$ cat src/rtl/mul9_pp_source.sv
// Partial-product source for the 9x9 unsigned multiplier compressor tree.
// Operand pairs are expanded into a column-packed AND array and queued in a small FIFO.
module mul9_pp_source #(
    parameter int DEPTH = 2,
    parameter int CNT_W = 16
) (
    input  logic             clk,
    input  logic             rst_n,
    input  logic             in_valid,
    output logic             in_ready,
    input  logic [8:0]       in_a,
    input  logic [8:0]       in_b,
    output logic             out_valid,
    input  logic             out_ready,
    output logic [80:0]      pp_bus,
    output logic [CNT_W-1:0] issued,
    output logic [CNT_W-1:0] retired,
    input  logic             flush
);

    localparam int PW = $clog2(DEPTH);

    // Column c holds a[j]&b[c-j] for j = max(0,c-8) upward, heights 1..9..1.
    function automatic logic [80:0] pack_pp(input logic [8:0] a, input logic [8:0] b);
        logic [80:0] pp;
        int unsigned off;
        int unsigned h;
        int unsigned j0;
        pp  = '0;
        off = 0;
        for (int unsigned c = 0; c < 17; c++) begin
            h  = (c <= 8) ? c + 1 : 17 - c;
            j0 = (c > 8) ? c - 8 : 0;
            for (int unsigned k = 0; k < 9; k++) begin
                if (k < h) begin
                    pp[7'(off + k)] = a[4'(j0 + k)] & b[4'(c - j0 - k)];
                end
            end
            off += h;
        end
        return pp;
    endfunction

    logic [80:0] mem [DEPTH];
    logic [PW:0] wr_ptr;
    logic [PW:0] rd_ptr;
    logic        empty;
    logic        full;
    logic        push;
    logic        pop;

    always_comb begin
        empty     = (wr_ptr == rd_ptr);
        full      = (wr_ptr[PW] != rd_ptr[PW]) && (wr_ptr[PW-1:0] == rd_ptr[PW-1:0]);
        in_ready  = !flush && (!full || out_ready);
        out_valid = !flush && !empty;
        push      = in_valid && in_ready;
        pop       = out_valid && out_ready;
        pp_bus    = empty ? '0 : mem[rd_ptr[PW-1:0]];
    end

    always_ff @(posedge clk) begin
        if (push) begin
            mem[wr_ptr[PW-1:0]] <= pack_pp(in_a, in_b);
        end
    end

    always_ff @(posedge clk or negedge rst_n) begin
        if (!rst_n) begin
            wr_ptr  <= '0;
            rd_ptr  <= '0;
            issued  <= '0;
            retired <= '0;
        end else if (flush) begin
            rd_ptr <= wr_ptr;
        end else begin
            if (push) begin
                wr_ptr <= wr_ptr + (PW+1)'(1);
                issued <= issued + CNT_W'(1);
            end
            if (pop) begin
                rd_ptr  <= rd_ptr + (PW+1)'(1);
                retired <= retired + CNT_W'(1);
            end
        end
    end

endmodule

$ cat config.mk
export PLATFORM = sky130hd
export DESIGN_NAME = mul9_pp_source
export DESIGN_NICKNAME = d
export VERILOG_FILES = /design/src/rtl/mul9_pp_source.sv
export SDC_FILE = /design/constraint.sdc
export NUM_CORES = 1
export LEC_CHECK = 0
export ABC_AREA = 1
export CORE_AREA = 2 2 132 134
export DETAILED_ROUTE_END_ITERATION = 10
export DIE_AREA = 0 0 134 136
export GPL_ROUTABILITY_DRIVEN = 0
export GPL_TIMING_DRIVEN = 0
export MAX_ROUTING_LAYER = met4
export PLACE_DENSITY = 0.87
export SETUP_SLACK_MARGIN = 0.2
export SLEW_MARGIN = 20
export SYNTH_ARGS = -nofsm -noshare
export SYNTH_HDL_FRONTEND = slang
export SYNTH_SLANG_ARGS = --single-unit
$ cat constraint.sdc
create_clock -name clk -period 6.4 [get_ports clk]
set_clock_uncertainty 0.15 [all_clocks]
set_input_delay 0.64 -clock clk [delete_from_list [all_inputs] [get_ports clk]]
set_output_delay 0.64 -clock clk [all_outputs]
set_load 0.1 [all_outputs]
# After elaboration in Yosys (flattened, before gate mapping)
# Memories as Yosys holds them, arrays and structs flattened.
# Index checks and enable logic that the tools add are counted.
totals:
  register_bits: 36
  latch_bits: 0
  ram_bits: 162
  romBits: 0
  inputBits: 23
  out_inout_bits: 115
  mem_count: 1
classes:
  n_addsub: 4
  multipliers: 0
  div: 0
  n_lt_le_gt_ge: 0
  eq_ne: 3
  n_shift: 0
  n_mux: 86
  bitwise: 82
  n_reduce_logical: 12
mem_list:
  columns: ["name", "depth", "width", "rd", "rd_clocked_by_memory_dff", "wr", "line_no", "rtl"]
  rows:
  - ["mem", 2, 81, 1, 0, 1, "44", "logic [80:0] mem [DEPTH];"]
ops:
  columns: ["operator", "count"]
  rows:
  - ["$mux W1", 83]
  - ["$and A1 B1 Y1", 81]
  - ["$mux W81", 1]
  - ["$add A16 B1 Y16 const B", 2]
  - ["$logic_and A1 B1 Y1", 5]
  - ["$add A2 B1 Y2 const B", 2]
  - ["$mux W2", 2]
  - ["$reduce_and A2 Y1", 2]
  - ["$logic_not A1 Y1", 3]
  - ["$eq A2 B2 Y1", 1]
  - ["$reduce_bool A2 Y1", 1]
  - ["$eq A1 B1 Y1", 1]
  - ["$logic_or A1 B1 Y1", 1]
  - ["$ne A1 B1 Y1", 1]
  - ["$not A1 Y1", 1]

# Logic depth before layout (Yosys ltp)
logic_depth:
  depth_word: 8
  ltp_mapped: 9
  ltp_nobuf: 8

# Least setup slack after synthesis
# OpenSTA, ideal clock, no wires.
synth_path:
  path_kind: "in2reg"
  start: "input port flush"
  end: "memory mem[1][0], enable pin"
  setup_ns: 0.521
  arrival_time_ns: 4.496
  required_time_ns: 5.729
  setup_slack_ns: 1.233
  path_stages: 4
  path_buffers: 1
  path_cell_list: "clkinv_1 -> nand3_4 -> buf_4 -> nor2_1"
synth_via:
  elab_chain_len: 5
synth_lines:
  columns: ["item", "line_no", "rtl"]
  rows:
  - ["start, declared", "18", "input logic flush"]
  - ["$logic_not A1 Y1", "55", "in_ready = !flush && (!full || out_ready);"]
  - ["$logic_and A1 B1 Y1", "55", null]
  - ["$logic_and A1 B1 Y1", "57", "push = in_valid && in_ready;"]
  - ["$mux W1", "63", "if (push) begin"]
  - ["$mux W1 (not written as such)", "64", "mem[wr_ptr[PW-1:0]] <= pack_pp(in_a, in_b);"]
  - ["end, declared", "44", null]
# No other way between the ends.

# Final worst setup path
layout_path:
  start: "register rd_ptr[0]"
  end: "output port pp_bus[56]"
layout_via:
  elab_chain_len: 2
  elab_cells_between_ends: 3
  cone_classes: "eq/ne (1); mux (1); memory (1)"
layout_lines:
  columns: ["item", "line_no", "rtl"]
  rows:
  - ["start, declared", "46", "logic [PW:0] rd_ptr;"]
  - ["start signal, assigned", "75", "rd_ptr <= wr_ptr;"]
  - ["start signal, assigned", "82", "rd_ptr <= rd_ptr + (PW+1)'(1);"]
  - ["$mem_v2 Z2 W81 / $eq A2 B2 Y1 (equally long branches)", null, null]
  - ["$mux W81 (*)", "59", "pp_bus = empty ? '0 : mem[rd_ptr[PW-1:0]];"]
  - ["end, declared", "15", "output logic [80:0] pp_bus,"]
# Mark *: on every way between the ends. The rest lies on a longest branch, timed or not.

==> flow_metrics.env <==
export IMPL_wire_per_inst_um=16.6
export IMPL_timing_setup_tns_ns=0
export IMPL_drcViolationCount=0
export IMPL_antenna_found_initial=0
export IMPL_yosys_warnings=0
export IMPL_hold_violations=0
export IMPL_cts_buffers=17
export IMPL_crit_arrival_ns=3.21
export IMPL_rsz0062_at_grt="false"
export IMPL_syn_inst=938
export IMPL_fmaxAchievable_mhz=250
export IMPL_core_um2=16900
export IMPL_grt_start_max_net_pins=30
export IMPL_cp_required_ns=5.61
export IMPL_synth_flop_cell="edfxtp_1"
export IMPL_ant_nets=0
export IMPL_grt_ovfl_total=0
export IMPL_grt_first_pass_wirelength_mm=34.0
export IMPL_seq_area_frac_synth_pct=64.3
export IMPL_setup_viol=0
export IMPL_dr_first_iter_drc_count=511
export IMPL_min_period_over_period_pct=62.5
export IMPL_drive_gt1_share_pct=7.39
export IMPL_grt_pass1_vias=6873
export IMPL_die_height_um=136
export IMPL_fin_hold_ws_ns=0.410
export IMPL_post_cts_setup_buffers=0
export IMPL_ys_seq_elements=198
export IMPL_startpoint_type="flip-flop"
export IMPL_path_clk_slew_ns=0.07
export IMPL_syn_area_per_cell_um2=9.56
export IMPL_drv_slew=0
export IMPL_diodes=0
export IMPL_async_reset_ff_share_pct=18.2
export IMPL_cts_tree="yes"
export IMPL_row_count=48
export IMPL_hold_class="flip-flop to flip-flop"
export IMPL_grt_usage_pct=25.5
export IMPL_fin_nets=1109
export IMPL_worst_pin_slew_ns=1.06
export IMPL_wirelength_mm=21.9
export IMPL_synthDistinctLibCells=28
export IMPL_dr_pass1_iters=5
export IMPL_slew_headroom_pct=28.8
export IMPL_insertion_delay_ns=0.43
export IMPL_rr_worst_depth=9
export IMPL_hold_path_depth=2
export IMPL_vias=6913
export IMPL_end_kind="primary output"
export IMPL_die_x_um=134
export IMPL_via_per_inst=5.23
export IMPL_cts_hold_buf=1
export IMPL_synth_edff_count=162
export IMPL_cts_sinks=198
export IMPL_drv_cap=0
export IMPL_status="complete, no violations"
export IMPL_netlist_area_um2=8970
export IMPL_hpwl_mm=15.1
export IMPL_numPortBuffers=119
export IMPL_ctsResizeCount=0
export IMPL_cts_root_buf="clkbuf_16"
export IMPL_period_minus_slack_ns=4.00
export IMPL_synthesis_nets=963
export IMPL_dieArea_um2=18200
export IMPL_worst_path_max_fanout=10
export IMPL_start_util_pct=53.2
export IMPL_critPathKind="flip-flop to primary output"
export IMPL_ios=138
export IMPL_cts_buffer_depth=2
export IMPL_syn2layout_area_growth_pct=24.9
export IMPL_htree_levels=4
[critical path: stages (launching register included)]
cell	delay, ns
dfrtp_1	0.43
buf_2	0.28
clkbuf_1	0.48
nand2_1	0.15
a21oi_1	0.21
clkdlybuf4s50_1	1.22
[flip-flops by register name, indices dropped and copies added, names as in the netlist]
name / cells
issued: 16
wr_ptr: 2
retired: 16
rd_ptr: 2
mem: 162
[cell type report]
| cell class | count | area (um2) |
|---|---|---|
| plain buffers | 50 | 244 |
| clock buffers | 17 | 425 |
| clock inverters | 14 | 164 |
| fillers | 1241 | 5670 |
| inverters | 113 | 427 |
| multi-input cells | 577 | 2550 |
| flip-flops and latches | 198 | 5770 |
| well taps | 225 | 282 |
| repair buffers | 127 | 1350 |
[synth_stat cells, types with 3 or more instances]
| cell | number | area share, % |
|---|---|---|
| clkbuf_1 | 31 | 1.3 |
| nor2_1 | 34 | 1.4 |
| inv_1 | 109 | 4.6 |
| xor2_1 | 5 | 0.49 |
| edfxtp_1 | 162 | 54 |
| o21ai_2 | 11 | 1.1 |
| o21ai_0 | 6 | 0.33 |
| nand3_1 | 16 | 0.89 |
| nand2_1 | 388 | 16 |
| nand4_1 | 11 | 0.77 |
| xnor2_1 | 12 | 1.2 |
| nand2_2 | 3 | 0.21 |
| buf_2 | 12 | 0.67 |
| dfrtp_1 | 36 | 10 |
| a21oi_1 | 81 | 4.5 |
| buf_6 | 5 | 0.63 |
[metrics by stage]
stage	setup slack, ns	cells	area [um2]	utilization [%]
floorplan	1.23	938	8970	-
global placement	-1.03	1282	10400	61.9
detailed placement	2.90	1289	10600	62.9
CTS	2.43	1321	11200	66.4
global route	2.29	1321	11200	66.4
finish	2.40	1321	11200	66.4
[placed cells by master (no fill, tap or decap), types with 2 or more instances in the layout]
cell | Yosys | layout
edfxtp_1 | 162 | 162
buf_2 | 12 | 13
nand3_2 | 2 | 2
inv_2 | 2 | 2
inv_1 | 109 | 109
clkinv_4 | 0 | 3
nand4_1 | 11 | 11
clkbuf_1 | 31 | 31
buf_16 | 0 | 2
clkinv_1 | 1 | 2
o21ai_2 | 11 | 11
nor2_1 | 34 | 32
clkbuf_16 | 0 | 17
a21oi_1 | 81 | 81
o21ai_1 | 2 | 2
clkdlybuf4s50_1 | 0 | 118
xnor2_1 | 12 | 12
inv_6 | 0 | 4
nand2_1 | 388 | 388
o21ai_0 | 6 | 6
nand2_2 | 3 | 3
xor2_1 | 5 | 5
buf_6 | 5 | 5
inv_8 | 0 | 3
nor2_4 | 1 | 3
bufinv_16 | 0 | 2
buf_12 | 0 | 5
ha_1 | 2 | 2
nand3_1 | 16 | 16
dfrtp_1 | 36 | 36
[path summary, 6_finish.rpt]
path,start,slack (ns),end
setup / recovery,rd_ptr[0]$_DFFE_PN0P_,2.40,pp_bus[56]
hold reg to reg,retired[15]$_DFFE_PN0P_,0.41,retired[15]$_DFFE_PN0P_
min in group asynchronous,rst_n,0.44,retired[4]$_DFFE_PN0P_
hold / removal,retired[15]$_DFFE_PN0P_,0.41,retired[15]$_DFFE_PN0P_
max in group asynchronous,rst_n,5.25,issued[13]$_DFFE_PN0P_
setup reg to reg,wr_ptr[0]$_DFFE_PN0P_,3.72,mem[1][15]$_DFFE_PP_
[cells by family after synthesis]
| kind of cell | share of synthesized area [%] |
|---|---|
| DFF | 64.3 |
| AOI/OAI and AO/OA | 6.04 |
| xor gates and xnor gates | 1.66 |
| buffers and inverters | 7.48 |
| adders and majority gates | 0.279 |
| and+or+nand+nor | 20.3 |
[per-layer routing]
layer / routed length, um / part of all wire (%) / global-route usage [%] / vias to the layer above
met5: 0 / 0 / - / -
met4: 470 / 2.1 / 9.75 / 0
met3: 1950 / 8.9 / 6.45 / 35
met2: 11200 / 51 / 43.2 / 288
met1: 8320 / 38 / 29.4 / 3304
li1: - / - / - / 3286
Power is not shown: default switching activity piles up to over one toggle a cycle in this logic, so the estimate is an artifact.
